$ cat config.mk
export PLATFORM = sky130hd
export DESIGN_NAME = ex_muldiv
export DESIGN_NICKNAME = d
export VERILOG_FILES = /design/src/rtl/ex_muldiv.sv
export SDC_FILE = /design/constraint.sdc
export NUM_CORES = 1
export LEC_CHECK = 0
export ABC_AREA = 1
export CORE_ASPECT_RATIO = 0.7
export CORE_MARGIN = 2
export CORE_UTILIZATION = 25
export CTS_CLUSTER_SIZE = 24
export DETAILED_ROUTE_END_ITERATION = 6
export PLACE_DENSITY = 0.51
export SLEW_MARGIN = 15
export SYNTH_ARGS = -nofsm -noshare
export SYNTH_HDL_FRONTEND = slang
export SYNTH_SLANG_ARGS = --single-unit
$ cat constraint.sdc
create_clock -name clk -period 5.9 [get_ports clk]
set_input_delay 1.18 -clock clk [delete_from_list [all_inputs] [get_ports clk]]
set_output_delay 1.18 -clock clk [all_outputs]
set_load 0.01 [all_outputs]
$ cat src/rtl/ex_muldiv.sv
// Iterative RV32M multiply/divide unit for the EX stage: radix-2 shift-add multiply, restoring divide.
// Define MULDIV_FAST_MUL_EN to replace the iterative multiply with a single-cycle 33x33 signed multiply.
module ex_muldiv (
    input  logic        clk,
    input  logic        rst,
    input  logic        start_i,
    input  logic [2:0]  funct3_i,
    input  logic [31:0] a_i,
    input  logic [31:0] b_i,
    input  logic        flush_i,
    output logic        stall_o,
    output logic        done_o,
    output logic [31:0] result_o
);

    localparam logic [1:0] IDLE = 2'd0;
    localparam logic [1:0] MUL  = 2'd1;
    localparam logic [1:0] DIV  = 2'd2;
    localparam logic [1:0] DONE = 2'd3;

    logic [1:0]  state;
    logic [5:0]  cnt;
    logic [63:0] prod;
    logic [31:0] opd;
    logic        neg;
    logic [2:0]  f3;

    logic        signed_a, signed_b, sign_a, sign_b;
    logic [31:0] a_mag, b_mag;
    logic        is_div, div_zero, div_ovf, neg_in;
    logic [31:0] special_res;

    assign signed_a = (funct3_i == 3'b001) || (funct3_i == 3'b010) ||
                      (funct3_i == 3'b100) || (funct3_i == 3'b110);
    assign signed_b = (funct3_i == 3'b001) || (funct3_i == 3'b100) || (funct3_i == 3'b110);
    assign sign_a   = signed_a & a_i[31];
    assign sign_b   = signed_b & b_i[31];
    assign a_mag    = sign_a ? (~a_i + 32'd1) : a_i;
    assign b_mag    = sign_b ? (~b_i + 32'd1) : b_i;

    // Remainder follows the dividend's sign; everything else the xor of both signs.
    assign neg_in   = (funct3_i[2] & funct3_i[1]) ? sign_a : (sign_a ^ sign_b);

    assign is_div   = funct3_i[2];
    assign div_zero = is_div && (b_i == 32'd0);
    assign div_ovf  = is_div && !funct3_i[0] && (a_i == 32'h8000_0000) && (b_i == 32'hFFFF_FFFF);

    always_comb begin
        special_res = 32'd0;
        if (div_zero)
            special_res = funct3_i[1] ? a_i : 32'hFFFF_FFFF;
        else if (div_ovf)
            special_res = funct3_i[1] ? 32'd0 : 32'h8000_0000;
    end

`ifdef MULDIV_FAST_MUL_EN
    logic signed [65:0] fast_prod;
    logic [31:0]        fast_res;
    assign fast_prod = $signed({sign_a, a_i}) * $signed({sign_b, b_i});
    assign fast_res  = (funct3_i[1:0] == 2'b00) ? fast_prod[31:0] : fast_prod[63:32];
`endif

    // One iteration step; prod holds {acc, multiplier} for MUL and {rem, quotient} for DIV.
    logic [32:0] add_sum, shifted, sub_diff;
    logic [63:0] mul_next, div_next, step_next;
    logic [31:0] mul_res, div_val, div_res, final_res;

    assign add_sum  = {1'b0, prod[63:32]} + (prod[0] ? {1'b0, opd} : 33'd0);
    assign mul_next = {add_sum, prod[31:1]};
    assign shifted  = {prod[63:32], prod[31]};
    assign sub_diff = shifted - {1'b0, opd};
    assign div_next = sub_diff[32] ? {shifted[31:0], prod[30:0], 1'b0}
                                   : {sub_diff[31:0], prod[30:0], 1'b1};
    assign step_next = f3[2] ? div_next : mul_next;

    // High word of a negated 64-bit product: carry in only when the low word is zero.
    always_comb begin
        mul_res = mul_next[63:32];
        if (f3[1:0] == 2'b00)
            mul_res = mul_next[31:0];
        else if (neg)
            mul_res = ~mul_next[63:32] + {31'd0, (mul_next[31:0] == 32'd0)};
    end

    assign div_val   = f3[1] ? div_next[63:32] : div_next[31:0];
    assign div_res   = neg ? (~div_val + 32'd1) : div_val;
    assign final_res = f3[2] ? div_res : mul_res;

    always_ff @(posedge clk) begin
        if (!rst) begin
            state    <= IDLE;
            cnt      <= 6'd0;
            prod     <= 64'd0;
            opd      <= 32'd0;
            neg      <= 1'b0;
            f3       <= 3'd0;
            result_o <= 32'd0;
        end else if (flush_i) begin
            state <= IDLE;
        end else begin
            case (state)
                IDLE: begin
                    if (start_i) begin
                        f3  <= funct3_i;
                        neg <= neg_in;
                        cnt <= 6'd0;
                        if (is_div) begin
                            opd  <= b_mag;
                            prod <= {32'd0, a_mag};
                            if (div_zero || div_ovf) begin
                                result_o <= special_res;
                                state    <= DONE;
                            end else begin
                                state <= DIV;
                            end
                        end else begin
                            opd  <= a_mag;
                            prod <= {32'd0, b_mag};
`ifdef MULDIV_FAST_MUL_EN
                            result_o <= fast_res;
                            state    <= DONE;
`else
                            state    <= MUL;
`endif
                        end
                    end
                end
                MUL, DIV: begin
                    prod <= step_next;
                    cnt  <= (cnt == 6'd32) ? cnt : cnt + 6'd1;
                    if (cnt == 6'd31) begin
                        result_o <= final_res;
                        state    <= DONE;
                    end
                end
                default: state <= IDLE;
            endcase
        end
    end

    assign stall_o = rst && (((state == IDLE) && start_i && !flush_i) ||
                             (state == MUL) || (state == DIV));
    assign done_o  = rst && (state == DONE);

endmodule

==> qor.txt, run 1 <==
Worst Path Buf+Inv - 2
Delay of the slowest critical-path stage - 0.69 ns
Setup violators final - 0
Switching power - 1800 µW
Share of the yosys chip area belonging to registers - 16.4%
Slew HR - 30.4%
Number of instances on the worst hold path - 2
CTS tree - done
Design Area, Final - 19,600 µm²
Commonest register cell after synthesis - dfxtp_1
Syn Area/Cell - 5.66 µm²
Starting Density - 25.1%
Worst EP required - 6.21 ns
Pwr per Cell Area - 203 nW/µm²
Adder-Cell Fraction of Synth Area - 5.88%
Post-CTS setup buffer count - 0
Port Buffers - 104
Worst reg2reg path startpoint - prod[0]$_SDFFE_PN0P_
Core Util, Final - 28.9%
Synthesized Nets - 3,167
Leak - 0.00903 µW
Hold endpoint - result_o[25]$_SDFFE_PN0P_
Die Y - 223 µm
Worst r2r dst - result_o[20]$_SDFFE_PN0P_
Status - finished, final reports clean
Root buf cell - clkbuf_16
CP Capture Type - flop
Tmin final - 5.21 ns
# diodes - 0
Initial detailed-routing violation count - 3,212
Crit-path leading delay family - simple AND/OR/NAND/NOR gates
Routed WL per cell - 22.0 µm
Maxcap violations - 0
Die Area - 70,400 µm²
Critical path data arrival time - 5.52 ns
CP startpoint kind - flop
Clock transition at the registers of the reported paths - 0.07 ns
Vias post-DR - 21,097
CTS max path bufs - 2
Post-synthesis compound-gate area fraction - 20.7%
DRT Pass-1 Iters - 6
Ports - 105
Die Width - 316 µm
Mux cell area share after synthesis - 0%
Worst slew pin tran - 1.04 ns
# fillers - 7,835
Clk_lat worst skew - 0.47 ns
Layout cells sized above 1 - 5.94%
Initial antenna violation count - 1
H-tree Lvls - 4
Ys async rst share - 0%
Fin Hold WS - 0.476 ns
Synthesized area - 17,100 µm²
Vias in the first global route - 18,120
Core ar. - 67,900 µm²
Synth unique cells - 58
Post-synth EDFFs - 0
Cells on worst reg2reg path - 24
Global placer's final weighted congestion - 1.03
# resized after CTS - 0
Global-route wire length before repair - 125,000 µm
Total GRT Usage - 24.1%
TritonCTS Buffers - 17
Vias per cell - 5.32
Crit share post-route - 88.3%
Pin count of the biggest net entering global routing - 81
Crit path max fanout - 17
Int Pwr - 2180 µW
Area grow syn2layout - 15.0%
ANT nets after route - 0
Net Sw Frac - 45.1%
Clock share of power - 31.2%
Routed WL - 87,300 µm
Hold Path Origin - result_o[25]$_SDFFE_PN0P_
Main combinational cell family by area after synthesis - simple AND/OR/NAND/NOR gates
Synth Register Bits - 140
Clock sink count - 140
RSZ-0062 raised after global routing - no
Worst reg-to-reg setup slack - 0.69 ns
Skew final - 0.0203 ns
Peak VDD IR - 0.000184 V
Crit path max-delay cell type - dfxtp_1
Post-route setup TNS - 0 ns
Max Fclk - 0.192 GHz
Hold Path Class - flop to flop
Nets@finish - 3,202
Simple-gate area share of the yosys netlist - 39.7%
Slew Limit Fails - 0
# hold bufs at CTS - 0
Sequential power share - 27.2%
HPWL after detailed placement - 71,600 µm
Dpl cell area - 19,000 µm²
Most common cell after layout, fill and taps aside - nand2_1
Critical-path cell list - buf_4 > nand2_1 > inv_1 > ha_1 > nor4_1 > nand4_1 > nor4_1 > ha_1 > ha_1 > nand2_1 > nor2_1 > nand2_1 > nor2_1 > nand3_1 > nor2_2 > nand3_1 > nand2_2 > nand2_2 > o21ai_0 > nand3_1 > a21oi_1 > nand2_1 > nand2_1 > a21oi_1
Final Hold Fails - 0
Number of cell rows - 80
Logic pwr share - 41.7%
YS warnings - 0
Gate Count Post-Synth - 3,017
Drt drc - 0
CP Class - flop to flop
Cell repeated most along the worst path - nand2_1
Overflow after GRT - 0
Synth Area in XOR/XNOR - 5.13%
Total power - 3980 µW
Most frequent cells in the layout - nand2_1 (887), inv_1 (396), nor2_1 (242)
flip-flops by register name, indices dropped and copies added (netlist names):
signal and flops:
prod 64, opd 32, result_o 32, cnt 6, f3 3, state 2
neg 1
worst max-delay path by stage:
stage	slack, ns	to	from	cells after the start
finish	0.69	result_o[20]$_SDFFE_PN0P_	prod[0]$_SDFFE_PN0P_	24
global placement	1.02	result_o[19]$_SDFFE_PN0P_	prod[0]$_SDFFE_PN0P_	23
global route	0.49	result_o[20]$_SDFFE_PN0P_	prod[0]$_SDFFE_PN0P_	24
CTS	1.00	result_o[19]$_SDFFE_PN0P_	prod[0]$_SDFFE_PN0P_	23
detailed placement	1.02	result_o[19]$_SDFFE_PN0P_	prod[0]$_SDFFE_PN0P_	23
floorplan	2.43	result_o[28]$_SDFFE_PN0P_	prod[0]$_SDFFE_PN0P_	28
tightest hold or removal path, stage by stage (launching register included):
cell and delay [ns]:
dfxtp_1 0.31, nand2_1 0.06, a21oi_1 0.06
stage by stage:
step / setup slack, ns / instances
final: 0.692 / 3966
after global routing: 0.486 / 3966
after CTS: 1.00 / 3966
after detailed placement: 1.02 / 3935
after global placement: 1.02 / 3935
after floorplan: 2.43 / 3017
cell families after synthesis:
logic type      Yosys count
compound gates          607
xor+xnor                100
fa+ha+maj                79
buf+inv                 535
flops                   140
simple gates           1556
layer usage:
layer	vias up	share of wire, %	track usage [%]
met3	77	14	8.75
li1	9995	-	-
met2	1232	35	29.4
met4	2	1.5	4.28
met1	9791	49	38.6
met5	-	0.015	0
cell usage after synthesis, types with 7 or more instances:
library cell,count,area (µm²)
nand2_1,887,3330
inv_1,397,1490
nor2_1,243,912
nand3_1,227,1140
a21oi_1,223,1120
o21ai_0,189,946
dfxtp_1,140,2800
clkbuf_1,90,338
ha_1,77,963
o211ai_1,65,488
xor2_1,62,543
nand4_1,49,307
xnor2_1,38,333
a31oi_1,34,213
nand2_2,34,213
nor3_1,33,165
o221ai_1,24,210
nor4_1,18,113
buf_2,14,70.1
nor2_2,14,87.6
buf_1,12,45.0
inv_2,12,45.0
nand3_2,12,120
o21bai_1,11,82.6
nand3b_1,10,75.1
a221oi_1,8,70.1
a21oi_2,7,61.3
o21ai_1,7,35.0
power groups by stage:
stage	Sequential, µW	Combinational, µW	Clock, µW
global placement	1100	1600	0
global route	1080	1780	1270
finish	1080	1660	1240
floorplan	1040	1040	0
CTS	1070	1590	1240
detailed placement	1090	1590	0
final cells by class:
class | instances | area (µm²) | share of cell area [%]
inverter | 413 | 1550 | 7.90
tap | 902 | 1130 | 5.75
multi-input combinational | 2342 | 12200 | 62.2
clock buffer | 21 | 482 | 2.46
clock inverter | 10 | 151 | 0.772
sequential | 140 | 2810 | 14.3
timing repair buffer | 138 | 1290 | 6.58
Note: power is estimated with default switching activity, not from simulation.
==> run 2: changes to the inputs <==
--- a/config.mk
+++ b/config.mk
@@ -9,7 +9,7 @@
 export CORE_ASPECT_RATIO = 0.7
 export CORE_MARGIN = 2
 export CORE_UTILIZATION = 25
-export CTS_CLUSTER_SIZE = 24
+export CTS_CLUSTER_DIAMETER = 120
 export DETAILED_ROUTE_END_ITERATION = 6
 export PLACE_DENSITY = 0.51
 export SLEW_MARGIN = 15
==> results of run 2 <==
Final layout, timing and power as in run 1 (identical DEF).
